[config.mk]
export PLATFORM = sky130hd
export DESIGN_NAME = serial_subtractor
export DESIGN_NICKNAME = d
export VERILOG_FILES = /design/src/rtl/serial_sub_pkg.sv /design/src/rtl/serial_subtractor_full_subtractor.sv /design/src/rtl/serial_subtractor.sv
export SDC_FILE = /design/constraint.sdc
export NUM_CORES = 1
export LEC_CHECK = 0
export BUFFER_PORTS_ARGS = -buffer_cell sky130_fd_sc_hd__buf_2
export CORE_ASPECT_RATIO = 1.75
export CORE_MARGIN = 1
export CORE_UTILIZATION = 57
export DETAILED_ROUTE_END_ITERATION = 10
export GPL_TIMING_DRIVEN = 0
export PLACE_DENSITY_LB_ADDON = 0.3
export SKIP_CTS_REPAIR_TIMING = 1
export SYNTH_ARGS = -nofsm -noshare
export SYNTH_HDL_FRONTEND = slang
export SYNTH_SLANG_ARGS = --single-unit
[constraint.sdc]
create_clock -name clk -period 2.4 [get_ports clk]
set_input_delay 0.36 -clock clk [delete_from_list [all_inputs] [get_ports clk]]
set_output_delay 0.36 -clock clk [all_outputs]
set_load 0.005 [all_outputs]
[src/rtl/serial_sub_pkg.sv]
// Shared types and constants for the bit-serial subtractor.
// Latency: n/a (declarations only).
// Backpressure: n/a.
package serial_sub_pkg;

  // Operand width used when the instantiating code does not override WIDTH.
  localparam int DEFAULT_WIDTH = 8;

  // Control states: waiting, processing one bit per cycle, result pulse.
  typedef enum logic [1:0] {
    IDLE  = 2'd0,
    SHIFT = 2'd1,
    DONE  = 2'd2
  } state_t;

endpackage

[src/rtl/serial_subtractor_full_subtractor.sv]
// One-bit full subtractor cell: D = A - B - Bin, with borrow out.
// Latency: purely combinational, zero cycles.
// Backpressure: none; the cell is always evaluated.
module full_subtractor (
  input  logic A,
  input  logic B,
  input  logic Bin,
  output logic D,
  output logic Bout
);

  // Difference bit and borrow generated by this bit position.
  always_comb begin
    D    = A ^ B ^ Bin;
    Bout = (~A & B) | (~A & Bin) | (B & Bin);
  end

endmodule

[src/rtl/serial_subtractor.sv]
// Bit-serial A-B (mod 2^WIDTH), LSB first; optional signed overflow output under SERIAL_SUB_OVF_EN.
// Latency: start accepted at cycle N -> busy N+1..N+WIDTH, done pulse at N+WIDTH+1.
// Backpressure: start ignored while busy; accepted in IDLE or DONE (back-to-back, no gap).
module serial_subtractor
  import serial_sub_pkg::*;
#(
  parameter int WIDTH = DEFAULT_WIDTH
) (
  input  logic             clk,
  input  logic             rst,
  input  logic             start,
  input  logic [WIDTH-1:0] A,
  input  logic [WIDTH-1:0] B,
  output logic             busy,
  output logic             done,
  output logic [WIDTH-1:0] D,
  output logic             Bout
`ifdef SERIAL_SUB_OVF_EN
  ,
  output logic             Ovf
`endif
);

  localparam int CNT_W = $clog2(WIDTH + 1);
  localparam logic [CNT_W-1:0] LAST_BIT = CNT_W'(WIDTH - 1);

  state_t state_q;
  state_t state_d;

  logic load;
  logic step;
  logic last;

  // a_sr doubles as the result register: difference bits enter at the MSB
  // as minuend bits leave at the LSB.
  logic [WIDTH-1:0] a_sr;
  logic [WIDTH-1:0] b_sr;
  logic             borrow_q;
  logic [CNT_W-1:0] cnt_q;

  logic bit_d;
  logic bit_bout;

  full_subtractor u_cell (
    .A   (a_sr[0]),
    .B   (b_sr[0]),
    .Bin (borrow_q),
    .D   (bit_d),
    .Bout(bit_bout)
  );

  // State register; reset wins over any start request.
  always_ff @(posedge clk) begin
    if (rst) begin
      state_q <= IDLE;
    end else begin
      state_q <= state_d;
    end
  end

  // Next-state and control decode; status outputs come straight from state.
  always_comb begin
    state_d = state_q;
    load    = 1'b0;
    step    = 1'b0;
    last    = 1'b0;
    busy    = 1'b0;
    done    = 1'b0;
    case (state_q)
      IDLE: begin
        if (start) begin
          load    = 1'b1;
          state_d = SHIFT;
        end
      end
      SHIFT: begin
        busy = 1'b1;
        step = 1'b1;
        if (cnt_q == LAST_BIT) begin
          last    = 1'b1;
          state_d = DONE;
        end
      end
      DONE: begin
        done = 1'b1;
        if (start) begin
          load    = 1'b1;
          state_d = SHIFT;
        end else begin
          state_d = IDLE;
        end
      end
      default: begin
        state_d = IDLE;
      end
    endcase
  end

  // Operand shift registers, inter-bit borrow and bit counter.
  always_ff @(posedge clk) begin
    if (rst) begin
      a_sr     <= '0;
      b_sr     <= '0;
      borrow_q <= 1'b0;
      cnt_q    <= '0;
    end else if (load) begin
      a_sr     <= A;
      b_sr     <= B;
      borrow_q <= 1'b0;
      cnt_q    <= '0;
    end else if (step) begin
      a_sr     <= {bit_d, a_sr[WIDTH-1:1]};
      b_sr     <= b_sr >> 1;
      borrow_q <= bit_bout;
      cnt_q    <= cnt_q + CNT_W'(1);
    end
  end

  // Result registers: loaded on the final bit (entry to DONE), held otherwise.
  always_ff @(posedge clk) begin
    if (rst) begin
      D    <= '0;
      Bout <= 1'b0;
`ifdef SERIAL_SUB_OVF_EN
      Ovf  <= 1'b0;
`endif
    end else if (last) begin
      D    <= {bit_d, a_sr[WIDTH-1:1]};
      Bout <= bit_bout;
`ifdef SERIAL_SUB_OVF_EN
      // On the last bit a_sr[0]/b_sr[0] still hold the operand sign bits.
      Ovf  <= (a_sr[0] != b_sr[0]) && (bit_d != a_sr[0]);
`endif
    end
  end

endmodule

==> metrics.csv, run 1 <==
stage,metric,value,unit
cts,Clock H-tree levels,2,
global_routing,met1 GRT Util,0.282,
min_path,Hold Crit Depth,3,
cts,clk_lat worst skew,290,ps
synthesis,largest family of logic cells by synthesized area,simple AND/OR/NAND/NOR gates,
timing,crit path time final,1610,ps
synthesis,mapped cell area,1420,um^2
min_path,Hold Path Origin,B[7],
die,initial core utilization,0.609,
placement,Final Wtd Congestion,0.845,
placement,IO buf count,28,
layout,share of cells above drive strength 1,0.262,
power,Pleak,0.000660,uW
cts,CTS max path bufs,2,
critical_path,critical path's top delay family,buffers and inverters,
synthesis,Yosys Warn Count,0,
min_path,Hold Crit Class,input pin to flip-flop,
drt,final WL,3140,um
critical_path,Stages on worst setup path,5,
power,Power Internal,857,uW
power,Clock power frac,0.370,
job,max cap viols,0,
synthesis,Simple-Gate Fraction of Synth Area,0.248,
power,Power Dens Cells,685,nW/um^2
drt,DRC,0,
critical_path,crit path kind,flip-flop to output pin,
min_path,WHS Endpoint,b_sr[7],
global_routing,gr ovfl total,0,
drt,Vias,1236,
global_routing,Overall Global Routing Usage,0.280,
critical_path,Startpoint Class,flip-flop,
cts,CTS tree,built,
die,Core ar.,2330,um^2
critical_path,CP max stage delay,380,ps
cts,clk slew on worst S/H paths,60,ps
timing,clk_skew,4.36,ps
synthesis,Post-Synth Adder-Cell Area,0.0229,
power,Net Sw Frac,0.255,
die,chip width,39.7,um
power,sw power,294,uW
power,VDD IR-drop max,492,uV
critical_path,Worst R2R Start,cnt_q[0],
timing,worst-margin pin slew,348,ps
global_routing,largest net degree at the start of global routing,11,
power,combinational cell fraction of total power,0.129,
synthesis,Synth area leaders,"dfxtp_1, nand2b_1, mux2i_1",
drt,Via density,5.72,
timing,Tcrit/Tclk final,0.673,
drt,final antenna-violating net count,0,
critical_path,crit path cell chain,"nand2b_1, buf_6, inv_4, buf_4, buf_2",
synthesis,post-synthesis cell count,155,
critical_path,CP max FO,10,
global_routing,GR Util met2,0.469,
synthesis,register area share after synthesis,0.451,
timing,hold violation count in the final report,0,
critical_path,R2R cell count,4,
cts,total CTS buffers,5,
layout,Ant. Diodes,0,
timing,Slew headroom,0.768,
cts,root buffer cell,clkbuf_8,
timing,Fmax achieved,619,MHz
critical_path,Worst Path Required,2040,ps
die,Die Height,68,um
global_routing,GRT busiest layer,met2,
global_routing,GRT met3 Usage,0.0812,
outcome,status,"finished, final reports clean",
die,row cnt,23,
timing,RSZ-0062 raised after global routing,false,
timing,final setup fails,0,
synthesis,Yosys reg bits,32,
cts,Sink Count,32,
power,Tot Pwr,1150,uW
synthesis,Synth Area in Compound Gates,0.146,
synthesis,"area leader, netlist",dfxtp_1,
drt,Detailed Route Iter0 Violations,55,
global_routing,vias in the first global route,1213,
critical_path,r2r endpoint,D[0],
synthesis,Netlist cell types,31,
timing,setup TNS,0,ps
synthesis,XOR/XNOR share of the synthesized area,0.0123,
die,IO Count,30,
drt,TritonRoute pass-1 iters,4,
layout,Final #Nets,211,
critical_path,crit end category,output pin,
synthesis,Synth top area share,0.451,
global_routing,initial antenna violation count,0,
critical_path,slowest CP cell,dfxtp_1,
critical_path,"setup slack, reg-to-reg",990,ps
critical_path,Critical Path AT,1250,ps
die,Die ar.,2700,um^2
synthesis,Synth Area per Inst,9.15,um^2
placement,HPWL Detailed,2270,um
drt,routed len/inst,14.6,um
layout,area delta synth->final,18.4,%
synthesis,Syn Nets,176,
global_routing,global-route wire length before repair,5030,um
critical_path,crit path buf inv count,4,
timing,max-slew violations,0,
synthesis,mux cell area share after synthesis,0.0564,
power,Reg power frac,0.501,
[stage by stage]
stage / worst slack (ps) / area [um^2] / std cells / util / hold slack, ps
final: 785 / 1680 / 216 / 0.721 / 339
after global routing: 737 / 1680 / 216 / 0.721 / 333
after CTS: 788 / 1680 / 216 / 0.721 / 327
after detailed placement: 965 / 1590 / 208 / 0.682 / 458
after global placement: 1000 / 1590 / 208 / 0.682 / 455
after floorplan: 1190 / 1420 / 155 / - / 448
[per-layer routing]
metal  vias up  part of all wire
li1        605                 -
met1       571              0.38
met2        53              0.53
met3         7             0.064
met4         0             0.027
met5         -                 0
[layout make-up]
class	count	area [um^2]
multi-input combinational	109	689
tap	25	31.3
inverter	2	10.0
buffer	12	78.8
fill	185	651
timing repair buffer	28	140
clock buffer	8	90.1
sequential	32	641
[cell usage in the layout, fill, tap and decap left out, types with 2 or more instances in the layout]
| cell | instances |
|---|---|
| clkbuf_1 | 4 |
| a21oi_1 | 10 |
| a311oi_1 | 5 |
| dfxtp_1 | 32 |
| buf_6 | 3 |
| clkbuf_8 | 6 |
| nand2b_1 | 18 |
| a22oi_1 | 5 |
| o22ai_1 | 2 |
| buf_2 | 34 |
| o21ai_0 | 2 |
| mux2i_1 | 8 |
| nand2_1 | 19 |
| a311oi_2 | 2 |
| nand3_1 | 7 |
| nor3_1 | 6 |
| nor2b_1 | 2 |
| nor2_1 | 11 |
| nand3b_1 | 2 |
[registers in the layout, indices dropped and copies added (netlist names)]
signal / count
cnt_q: 4
a_sr: 8
borrow_q: 1
Bout: 1
b_sr: 8
state_q: 2
D: 8
[worst max-delay path by stage]
| stage | start | to | slack [ps] |
|---|---|---|---|
| global route | state_q[0] | busy | 740 |
| finish | state_q[0] | busy | 790 |
| floorplan | a_sr[0] | D[7] | 1190 |
| detailed placement | rst | a_sr[4] | 970 |
| global placement | rst | state_q[1] | 1000 |
| CTS | state_q[0] | busy | 790 |
[power groups by stage]
| stage | Sequential, uW | Combinational, uW | Clock (uW) |
|---|---|---|---|
| after floorplan | 583 | 105 | 0 |
| after global placement | 587 | 140 | 0 |
| after detailed placement | 588 | 147 | 0 |
| after CTS | 576 | 148 | 435 |
| after global routing | 580 | 163 | 456 |
| final | 577 | 148 | 425 |
[cells in the mapped netlist, drive strengths merged]
master	n
and2b	1
nand2	19
ha	1
o22ai	2
buf	10
a21oi	10
clkbuf	2
nand3	7
nor3	6
or3	1
xor2	1
a311oi	7
o41ai	1
mux2i	8
nand3b	2
a22oi	5
inv	2
nor2b	2
dfxtp	32
o21ai	2
xnor2	1
fa	1
a2111oi	1
nor2	12
nand2b	19
[logic make-up (layout without fill, tap and decap cells)]
family	count (synthesis)	in the layout
adders and majority gates	2	2
buffers and inverters	14	50
AOI/OAI and AO/OA	28	28
and+or+nand+nor	69	69
xor gates and xnor gates	2	2
DFF	32	32
muxes	8	8
[worst reg2reg max path, stage by stage (launching register included)]
cell,delay [ps]
dfxtp_1,370
ha_1,190
nand3b_1,220
nor2_4,330
mux2i_1,220
Note: power is estimated with default switching activity, not from simulation.
==> inputs of run 2 (changes only) <==
- CORE_UTILIZATION: 57 -> 53
- clock period: 2.4 -> 1.54 ns (I/O delays scaled with it)
==> run 2 against run 1 <==
Clock power increased by 88%. Combinational power increased by 53%. First-iteration DRC count decreased by 35%.
==> metrics.csv, run 2 (synthesis gave the netlist of run 1 again) <==
stage,metric,value,unit
outcome,status,"finished, final reports clean",
timing,setup TNS,0,ps
cts,total CTS buffers,5,
placement,HPWL Detailed,2320,um
cts,Clock H-tree levels,2,
critical_path,Critical Path AT,1610,ps
critical_path,Startpoint Class,flip-flop,
timing,max-slew violations,0,
timing,worst-margin pin slew,334,ps
drt,DRC,0,
timing,final setup fails,0,
cts,clk slew on worst S/H paths,70,ps
global_routing,gr ovfl total,0,
die,initial core utilization,0.563,
cts,CTS tree,built,
placement,dpl cells,209,
job,max cap viols,0,
timing,RSZ-0062 raised after global routing,false,
timing,crit path time final,1390,ps
power,Net Sw Frac,0.250,
die,row cnt,24,
cts,clk_lat worst skew,290,ps
drt,final antenna-violating net count,0,
cts,root buffer cell,clkbuf_8,
die,IO Count,30,
layout,Final #Nets,211,
layout,biggest registers after layout,"D: 8 flops, a_sr: 8 flops, b_sr: 8 flops",
global_routing,initial antenna violation count,0,
global_routing,largest net degree at the start of global routing,12,
timing,Fmax achieved,719,MHz
power,Clock power frac,0.415,
layout,"commonest non-fill, non-tap cells in the layout","buf_2, dfxtp_1, nand2_1",
die,Die Height,70.4,um
critical_path,CP max FO,8,
timing,clk_skew,8.35,ps
drt,routed len/inst,14.9,um
layout,final instance count without filler cells,217,
global_routing,vias in the first global route,1271,
timing,Slew headroom,0.777,
cts,CTS max path bufs,2,
power,combinational cell fraction of total power,0.118,
critical_path,crit end category,flip-flop,
drt,TritonRoute pass-1 iters,4,
timing,Tcrit/Tclk final,0.904,
layout,area delta synth->final,21.0,%
drt,final WL,3240,um
drt,Detailed Route Iter0 Violations,36,
die,chip width,41.1,um
global_routing,Overall Global Routing Usage,0.261,
power,Power Dens Cells,1120,nW/um^2
placement,Final Wtd Congestion,0.796,
critical_path,"setup slack, reg-to-reg",150,ps
power,Pleak,0.000671,uW
layout,"commonest non-fill, non-tap cell in the layout",buf_2,
drt,Via density,5.60,
layout,share of cells above drive strength 1,0.277,
power,Reg power frac,0.467,
global_routing,global-route wire length before repair,5250,um
power,Power Internal,1450,uW
critical_path,Worst Path Required,1760,ps
die,Core ar.,2520,um^2
cts,Sink Count,32,
layout,Ant. Diodes,0,
power,VDD IR-drop max,729,uV
placement,IO buf count,28,
drt,Vias,1215,
timing,Fin Hold WS,198,ps
min_path,Hold Crit Class,input pin to flip-flop,
die,Die ar.,2900,um^2
critical_path,crit path kind,flip-flop to flip-flop,
power,sw power,482,uW
timing,hold violation count in the final report,0,
-- run 2: power by group through the flow --
stage                     Clock [uW]  Combinational, uW  Sequential [uW]
after floorplan                    0                164              909
after global placement             0                218              915
after detailed placement           0                228              918
after CTS                        812                231              899
after global routing             834                250              905
final                            801                227              900
-- run 2: metrics by stage --
| step | utilization | cell area [um^2] | worst slack (ps) | total power [uW] |
|---|---|---|---|---|
| floorplan | - | 1420 | 327 | 1070 |
| detailed placement | 0.631 | 1590 | 104 | 1150 |
| finish | 0.681 | 1720 | 148 | 1930 |
| global placement | 0.631 | 1590 | 181 | 1130 |
| CTS | 0.675 | 1700 | 42.5 | 1940 |
| global route | 0.681 | 1720 | 63.2 | 1990 |
-- run 2: final cells by class --
type | count | area (um^2)
multi-input cells | 109 | 689
clock inverters | 3 | 42.5
flip-flops and latches | 32 | 642
clock buffers | 5 | 68.8
plain buffers | 11 | 71.3
fillers | 222 | 806
repair buffers | 29 | 160
well taps | 26 | 32.5
inverters | 2 | 10.0
-- run 2: final timing paths --
check	cells past startpoint	startpoint	to
max	5	cnt_q[0]	D[6]
min	3	B[7]	b_sr[7]
max reg2reg	5	cnt_q[0]	D[6]
min reg2reg	2	b_sr[1]	b_sr[1]
-- run 2: worst max-delay path, stage by stage, from the launching register on --
cell,delay [ps]
dfxtp_1,370
ha_1,200
nand3b_1,240
nor2_4,200
buf_12,140
mux2i_1,180
-- run 2: routing by layer --
layer	vias to the layer above	GRT usage	part of all wire
li1	602	-	-
met1	572	0.268	0.39
met2	33	0.448	0.54
met3	8	0.0730	0.049
met4	0	0.115	0.023
met5	-	0	0
==> inputs of run 3 (changes only) <==
- BUFFER_PORTS_ARGS: -buffer_cell sky130_fd_sc_hd__buf_2 -> not set
- CORE_UTILIZATION: 53 -> 60
- DONT_BUFFER_PORTS: not set -> 1
- SYNTH_HIERARCHICAL: not set -> 1
==> run 3 against run 2 <==
Via count fell by 8.7%. Sequential cell count did not move. Cell area fell by 9.9%. Synthesized area rose by 1.3%. Worst hold slack got worse by 120 ps. Die area fell by 10%. Synthesized cell count rose by 1.9%. Combinational power fell by 8%. Clock-buffer cell count rose by 1. Non-clock buffer count fell by 27. Core utilization barely moved. Largest power group unchanged. Highest routed layer unchanged.
==> metrics.csv, run 3 <==
stage,metric,value,unit
timing,hold violation count in the final report,0,
power,VDD IR-drop max,803,uV
synthesis,post-synthesis cell count,158,
layout,final instance count without filler cells,190,
global_routing,initial antenna violation count,0,
drt,Via density,5.84,
cts,Clock H-tree levels,2,
layout,Final #Nets,186,
critical_path,CP max FO,9,
drt,final WL,2850,um
drt,routed len/inst,15.0,um
cts,root buffer cell,clkbuf_8,
critical_path,crit path buf inv count,0,
synthesis,top_reg_cell synth,dfxtp_1,
die,chip width,39,um
critical_path,CP max stage delay,370,ps
layout,"commonest non-fill, non-tap cells in the layout","dfxtp_1, nand2b_1, nand2_1",
synthesis,Synth top area share,0.446,
synthesis,Netlist cell types,27,
timing,Fmax achieved,728,MHz
synthesis,Yosys Warn Count,6,
layout,fin util,0.680,
die,Core ar.,2270,um^2
timing,Fin Hold WS,81.6,ps
critical_path,Stages on worst setup path,4,
placement,HPWL Detailed,2080,um
global_routing,largest net degree at the start of global routing,11,
synthesis,"area leader, netlist",dfxtp_1,
die,Die ar.,2600,um^2
timing,worst-margin pin slew,421,ps
timing,final setup fails,0,
placement,Final Wtd Congestion,0.773,
die,IO Count,30,
timing,Slew headroom,0.719,
power,Tot Pwr,1710,uW
layout,"commonest non-fill, non-tap cell in the layout",dfxtp_1,
outcome,status,"finished, final reports clean",
drt,Detailed Route Iter0 Violations,28,
critical_path,crit path to,D[6],
critical_path,crit path kind,flip-flop to flip-flop,
critical_path,"setup slack, reg-to-reg",170,ps
critical_path,R2R cell count,4,
critical_path,Startpoint Class,flip-flop,
power,Power Dens Cells,1100,nW/um^2
drt,Vias,1109,
critical_path,Worst R2R Start,cnt_q[0],
global_routing,gr ovfl total,0,
placement,IO buf count,0,
critical_path,crit path cell chain,"ha_1, nand3b_1, nor2_4, mux2i_1",
layout,area delta synth->final,7.57,%
timing,RSZ-0062 raised after global routing,false,
power,Pleak,0.000543,uW
critical_path,worst setup path start,cnt_q[0],
synthesis,number of synthesized flops with an enable pin,0,
critical_path,Critical Path AT,1590,ps
critical_path,Worst Path Required,1760,ps
job,max cap viols,0,
critical_path,critical path's top delay family,simple AND/OR/NAND/NOR gates,
synthesis,mapped cell area,1440,um^2
synthesis,Syn Nets,179,
timing,setup TNS,0,ps
cts,Sink Count,32,
synthesis,Commonest cells post-synth,"dfxtp_1, nand2_1, nand2b_1",
cts,CTS tree,built,
global_routing,vias in the first global route,1055,
synthesis,Synth area leaders,"dfxtp_1, nand2b_1, mux2i_1",
drt,TritonRoute pass-1 iters,4,
cts,clk slew on worst S/H paths,60,ps
global_routing,Overall Global Routing Usage,0.254,
min_path,Hold Crit Class,input pin to flip-flop,
cts,total CTS buffers,5,
cts,clk_lat worst skew,290,ps
die,Die Height,66.8,um
layout,Ant. Diodes,0,
die,row cnt,23,
global_routing,global-route wire length before repair,4370,um
timing,Tcrit/Tclk final,0.891,
timing,clk_skew,9.41,ps
synthesis,Async SR Flop Fraction,0,
critical_path,slowest CP cell,dfxtp_1,
synthesis,Synth Area per Inst,9.10,um^2
cts,CTS max path bufs,2,
synthesis,top-count cell post-synth,dfxtp_1,
synthesis,register area share after synthesis,0.446,
placement,dpl cells,183,
timing,max-slew violations,0,
layout,biggest registers after layout,"D: 8 flops, a_sr: 8 flops, b_sr: 8 flops",
critical_path,crit end category,flip-flop,
timing,crit path time final,1370,ps
die,initial core utilization,0.632,
drt,DRC,0,
drt,final antenna-violating net count,0,
critical_path,r2r endpoint,D[6],
synthesis,Yosys reg bits,32,
layout,share of cells above drive strength 1,0.133,
run 3: per-stage QoR:
stage | setup slack, ps | instance area (um^2)
floorplan | 282 | 1440
global placement | 212 | 1470
detailed placement | 166 | 1470
CTS | 152 | 1550
global route | 64.4 | 1550
finish | 167 | 1550
run 3: layout make-up:
| class | count | area [um^2] |
|---|---|---|
| plain buffers | 13 | 86.3 |
| clock inverters | 1 | 5.00 |
| fillers | 180 | 727 |
| well taps | 25 | 31.3 |
| flip-flops and latches | 32 | 641 |
| inverters | 3 | 12.5 |
| clock buffers | 6 | 72.6 |
| multi-input cells | 110 | 698 |
run 3: worst min-delay path by stage:
stage	start	end	slack [ps]	depth (start not counted)
after CTS	B[7]	b_sr[7]	70	2
after detailed placement	B[7]	b_sr[7]	380	2
after floorplan	B[7]	b_sr[7]	370	2
final	B[7]	b_sr[7]	80	2
after global routing	B[7]	b_sr[7]	70	2
after global placement	B[7]	b_sr[7]	370	2
run 3: layer usage:
layer	vias up	wire, um	GRT usage
met5	-	0	0
met4	0	70	0.164
met3	6	161	0.127
met2	27	1530	0.421
met1	527	1080	0.228
li1	549	-	-
run 3: logic make-up after synthesis:
family          share of synthesized area
xor+xnor                           0.0122
flops                               0.446
simple gates                        0.253
compound gates                      0.135
buf+inv                            0.0688
fa+ha+maj                          0.0226
mux                                0.0627
run 3: power breakdown:
group | total, uW | switching, uW | internal (uW)
Combinational | 209 | 118 | 90.9
Clock | 596 | 290 | 306
Sequential | 902 | 31.3 | 871
Total | 1710 | 439 | 1270
